`src/rtl/dmem_arbiter.sv`:
```
// dmem_arbiter: shares the single-port data memory between the CPU and a
// host/debug port, CPU-first with a bounded-starvation slot for the host.
module dmem_arbiter #(
  parameter int AW         = 8,
  parameter int DW         = 16,
  parameter int STARVE_MAX = 4
) (
  input  logic          clk,
  input  logic          reset_n,
  input  logic          cpu_rd,
  input  logic          cpu_wr,
  input  logic [AW-1:0] cpu_addr,
  input  logic [DW-1:0] cpu_wdata,
  output logic          cpu_stall,
  output logic          cpu_rvalid,
  output logic [DW-1:0] cpu_rdata,
  input  logic          host_req,
  input  logic          host_we,
  input  logic [AW-1:0] host_addr,
  input  logic [DW-1:0] host_wdata,
  output logic          host_gnt,
  output logic          host_rvalid,
  output logic [DW-1:0] host_rdata,
  output logic [AW-1:0] mem_addr,
  output logic          mem_rd,
  output logic          mem_wr,
  output logic [DW-1:0] mem_wdata,
  input  logic [DW-1:0] mem_rdata,
  output logic          proto_err
);

  typedef enum logic [1:0] {
    IDLE,
    RD_CPU,
    RD_HOST
  } state_t;

  state_t        state;
  state_t        state_nx;
  logic [3:0]    wait_cnt;
  logic [DW-1:0] cpu_rdata_q;
  logic [DW-1:0] host_rdata_q;
  logic          perr_q;
  logic          cpu_req;
  logic          host_pri;
  logic          cpu_issue;
  logic          host_issue;

  assign cpu_req   = cpu_rd | cpu_wr;
  assign host_pri  = (wait_cnt == 4'(STARVE_MAX));
  assign proto_err = reset_n & perr_q;

  always_ff @(posedge clk) begin
    if (!reset_n) state <= IDLE;
    else          state <= state_nx;
  end

  always_comb begin
    state_nx = IDLE;
    if (state == IDLE && mem_rd)
      state_nx = cpu_issue ? RD_CPU : RD_HOST;
  end

  // Both-strobes from the CPU counts as a write.
  always_comb begin
    cpu_issue   = 1'b0;
    host_issue  = 1'b0;
    cpu_stall   = 1'b0;
    host_gnt    = 1'b0;
    mem_addr    = '0;
    mem_rd      = 1'b0;
    mem_wr      = 1'b0;
    mem_wdata   = '0;
    cpu_rvalid  = 1'b0;
    host_rvalid = 1'b0;
    cpu_rdata   = '0;
    host_rdata  = '0;
    if (reset_n) begin
      if (state == IDLE) begin
        host_issue = host_req & (host_pri | ~cpu_req);
        cpu_issue  = cpu_req & ~host_issue;
      end
      cpu_stall = cpu_req & ~cpu_issue;
      host_gnt  = host_issue;
      unique case (1'b1)
        cpu_issue: begin
          mem_addr = cpu_addr;
          mem_wr   = cpu_wr;
          mem_rd   = ~cpu_wr;
          if (cpu_wr) mem_wdata = cpu_wdata;
        end
        host_issue: begin
          mem_addr = host_addr;
          mem_wr   = host_we;
          mem_rd   = ~host_we;
          if (host_we) mem_wdata = host_wdata;
        end
        default: ;
      endcase
      cpu_rvalid  = (state == RD_CPU);
      host_rvalid = (state == RD_HOST);
      cpu_rdata   = cpu_rvalid  ? mem_rdata : cpu_rdata_q;
      host_rdata  = host_rvalid ? mem_rdata : host_rdata_q;
    end
  end

  always_ff @(posedge clk) begin
    if (!reset_n || host_gnt || !host_req)
      wait_cnt <= '0;
    else if (!host_pri)
      wait_cnt <= wait_cnt + 4'd1;
  end

  always_ff @(posedge clk) begin
    if (!reset_n) begin
      cpu_rdata_q  <= '0;
      host_rdata_q <= '0;
      perr_q       <= 1'b0;
    end else begin
      if (cpu_rvalid)  cpu_rdata_q  <= mem_rdata;
      if (host_rvalid) host_rdata_q <= mem_rdata;
      if (cpu_rd && cpu_wr) perr_q <= 1'b1;
    end
  end

endmodule

```
`config.mk`:
```
export PLATFORM = sky130hd
export DESIGN_NAME = dmem_arbiter
export DESIGN_NICKNAME = d
export VERILOG_FILES = /design/src/rtl/dmem_arbiter.sv
export SDC_FILE = /design/constraint.sdc
export NUM_CORES = 1
export LEC_CHECK = 0
export CORE_MARGIN = 1.5
export CORE_UTILIZATION = 40
export CTS_CLUSTER_DIAMETER = 200
export DETAILED_ROUTE_END_ITERATION = 6
export PLACE_DENSITY = 0.83
export SLEW_MARGIN = 20
export SYNTH_ARGS = -nofsm -noshare
export SYNTH_HDL_FRONTEND = slang
export SYNTH_SLANG_ARGS = --single-unit
```
`constraint.sdc`:
```
create_clock -name clk -period 2.7 [get_ports clk]
set_clock_uncertainty 0.15 [all_clocks]
set_input_delay 0.54 -clock clk [delete_from_list [all_inputs] [get_ports clk]]
set_output_delay 0.54 -clock clk [all_outputs]
set_load 0.03 [all_outputs]
```
==> results.md <==
* RSZ-0062 raised after global routing: true
* Area share of the largest cell type after synthesis at 30.4%
* DR pass1 iterations at 4
* DP Area at 0.00392 mm^2
* Total I/O pin count at 133
* Violation count after the first detailed-route iteration at 109
* Detailed Route WL at 8330 um
* Syn Inst Count at 336
* Worst reg2reg setup slack at 970 ps
* Crit path required time at 2010 ps
* End of the critical path: mem_wdata[9]
* Routed Antenna Nets at 0
* Least-Margin Pin Slew at 500 ps
* Reg clk slew, reported paths at 70 ps
* Inserted Clock Buffers at 5
* Area leader, netlist: dfxtp_1
* Maxcap violations at 0
* Antenna cells at 0
* Fin Hold WS at 307 ps
* Commonest cells after routing, fill and taps aside: buf_4, nand2_1, clkdlybuf4s50_1
* Initial Utilization at 42.3%
* Final setup viols at 0
* H-Tree Depth at 2
* Final min period at 2650 ps
* Tcrit/Tclk final at 98.3%
* CTS tree: yes
* Slew Limit Fails at 0
* FF+latch count, synth at 39
* Design Area, Final at 0.00429 mm^2
* Layout cells sized above 1 at 28.3%
* Post-Syn Area at 0.00257 mm^2
* Status: completed
* Sequential-to-total area share from yosys stat at 30.4%
* Hold Path Class: register to register
* First-pass GRT wire length at 13,600 um
* Vias in the first global route at 3,026
* Via count at 2,972
* Clock latency on the worst-skew pair at 290 ps
* Dpl hpwl at 5900 um
* Top post-synthesis cells by area: dfxtp_1, a21boi_0, nand2_1
* Power Total at 1.45 mW
* Worst EP arrival at 1960 ps
* Syn Nets at 408
* Dpl ws at -28.2 ps
* Final #Nets at 545
* Number of synthesized flops with an enable pin at 0
* Die Y at 83.1 um
* Setup slack after layout at 46.5 ps
* Vias per cell at 5.41
* DR WL/cell at 15.2 um
* Largest fanout on the critical path at 14
* Initial antenna violation count at 0
* Mean area per synthesized cell at 7.64 um^2
* CORE AREA at 0.00606 mm^2
* Maximum VDD drop at 0.000270 V
* Worst slew margin at 66.7%
* Syn. warnings at 0
* Total grt overflow at 0
* Largest net degree at the start of global routing at 71
* Die Wd at 83.1 um
* Kind of critical path: input port to output port
* Leakage power at 1.69 nW
* Netlist cell types at 35
* Syn-to-layout area delta at 67.2%
* DR DRC count at 0
* Setup TNS at 0 ps
* Clock sinks at 39
* Startpoint types: input port
* R2R depth at 5
* Root Buffer: clkbuf_8
* Ys async rst share at 0%
* Gr usage total at 23.4%
* Most used DFF post-synth: dfxtp_1
* Reg-to-reg startpoint: state[1]
* Final GP Congestion at 0.804
* CP Capture Type: output port
* Most common cell after layout, fill and taps aside: buf_4
* Fmax at 377 MHz
* Port Buffer Count at 132
* Row Count at 28
* Reg2Reg Capture Point: wait_cnt[2]
* Power per cell area at 338 mW/mm^2
* Hold Violations, Final at 0
* Max Root-Sink Buffers at 2
* Die area at 0.00690 mm^2
* Crit path launch: host_we
## cell families (layout without fill, tap and decap cells)
kind of cell               count (synthesis)  count (layout)  synth area share [%]
and+or+nand+nor                          136             136                  28.6
AOI/OAI and AO/OA                        121             121                  32.2
DFF                                       39              39                  30.4
buffers and inverters                     35             173                  6.73
adders and majority gates                  2               2                 0.975
muxes                                      2               2                 0.780
xor gates and xnor gates                   1               1                 0.341
## worst min-delay path by stage
stage | slack (ps) | endpoint | cells past startpoint | from
2_1_floorplan | 290 | cpu_rdata_q[5] | 2 | cpu_rdata_q[5]
3_3_place_gp | 290 | host_rdata_q[14] | 2 | host_rdata_q[14]
3_5_place_dp | 300 | cpu_rdata_q[5] | 2 | cpu_rdata_q[5]
4_1_cts | 310 | host_rdata_q[14] | 2 | host_rdata_q[14]
5_1_grt | 350 | host_rdata_q[5] | 2 | host_rdata_q[5]
6_report | 310 | host_rdata_q[14] | 2 | host_rdata_q[14]
## per-layer routing
layer | global-route usage [%] | share of wire, % | vias to the layer above
li1 | - | - | 1462
met1 | 27.8 | 41 | 1385
met2 | 42.8 | 52 | 112
met3 | 5.27 | 6.2 | 13
met4 | 5.45 | 1.4 | 0
met5 | 0 | 0 | -
## critical path, cell delays in order
cell and delay, ps:
clkdlybuf4s50_1 500, buf_6 150, nor4bb_2 310, o21ai_1 140, a21oi_2 140, buf_4 170
## report_power, final
| group | internal [mW] | leakage (nW) | switching [mW] |
|---|---|---|---|
| logic | 0.255 | 1.33 | 0.214 |
| registers | 0.589 | 0.316 | 0.00652 |
| clock network | 0.181 | 0.0412 | 0.206 |
| total | 1.02 | 1.69 | 0.427 |
## metrics by stage
step	cells	utilization, %
floorplan	336	-
global placement	536	64.7
detailed placement	536	64.7
CTS	547	68.5
global route	549	70.8
finish	549	70.8
## flip-flops by register name, summed over array words and instances (netlist names)
register and flops:
state 2, perr_q 1, host_rdata_q 16, wait_cnt 4, cpu_rdata_q 16
## cell type report
type                    count  area, um^2
clock buffers               6        72.6
clock inverters             2        12.5
fillers                   498        1770
inverters                   4        15.0
multi-input cells         262        1740
flip-flops and latches     39         782
well taps                  75        93.8
repair buffers            161        1570
## Yosys cell counts (all sizes together) (2+ instances only)
cell type / count
nor2b: 3
a21oi: 29
a21boi: 65
nor3: 4
and2: 3
nand3: 25
nor4bb: 16
o21ai: 24
nand2: 68
nor2: 5
nand2b: 2
buf: 14
nand3b: 2
inv: 4
ha: 2
clkbuf: 17
mux2i: 2
nor3b: 2
dfxtp: 39
## repair_timing
| action | 4_1_cts | 5_1_grt |
|---|---|---|
| gates resized for setup | 16 | 32 |
| hold buffers | 0 | 0 |
| gates cloned | 3 | 1 |
| setup buffers | 0 | 1 |
| pin swaps | 1 | 0 |
| setup endpoints to repair | 17 | 31 |
Power figures use the tool's default switching activity.
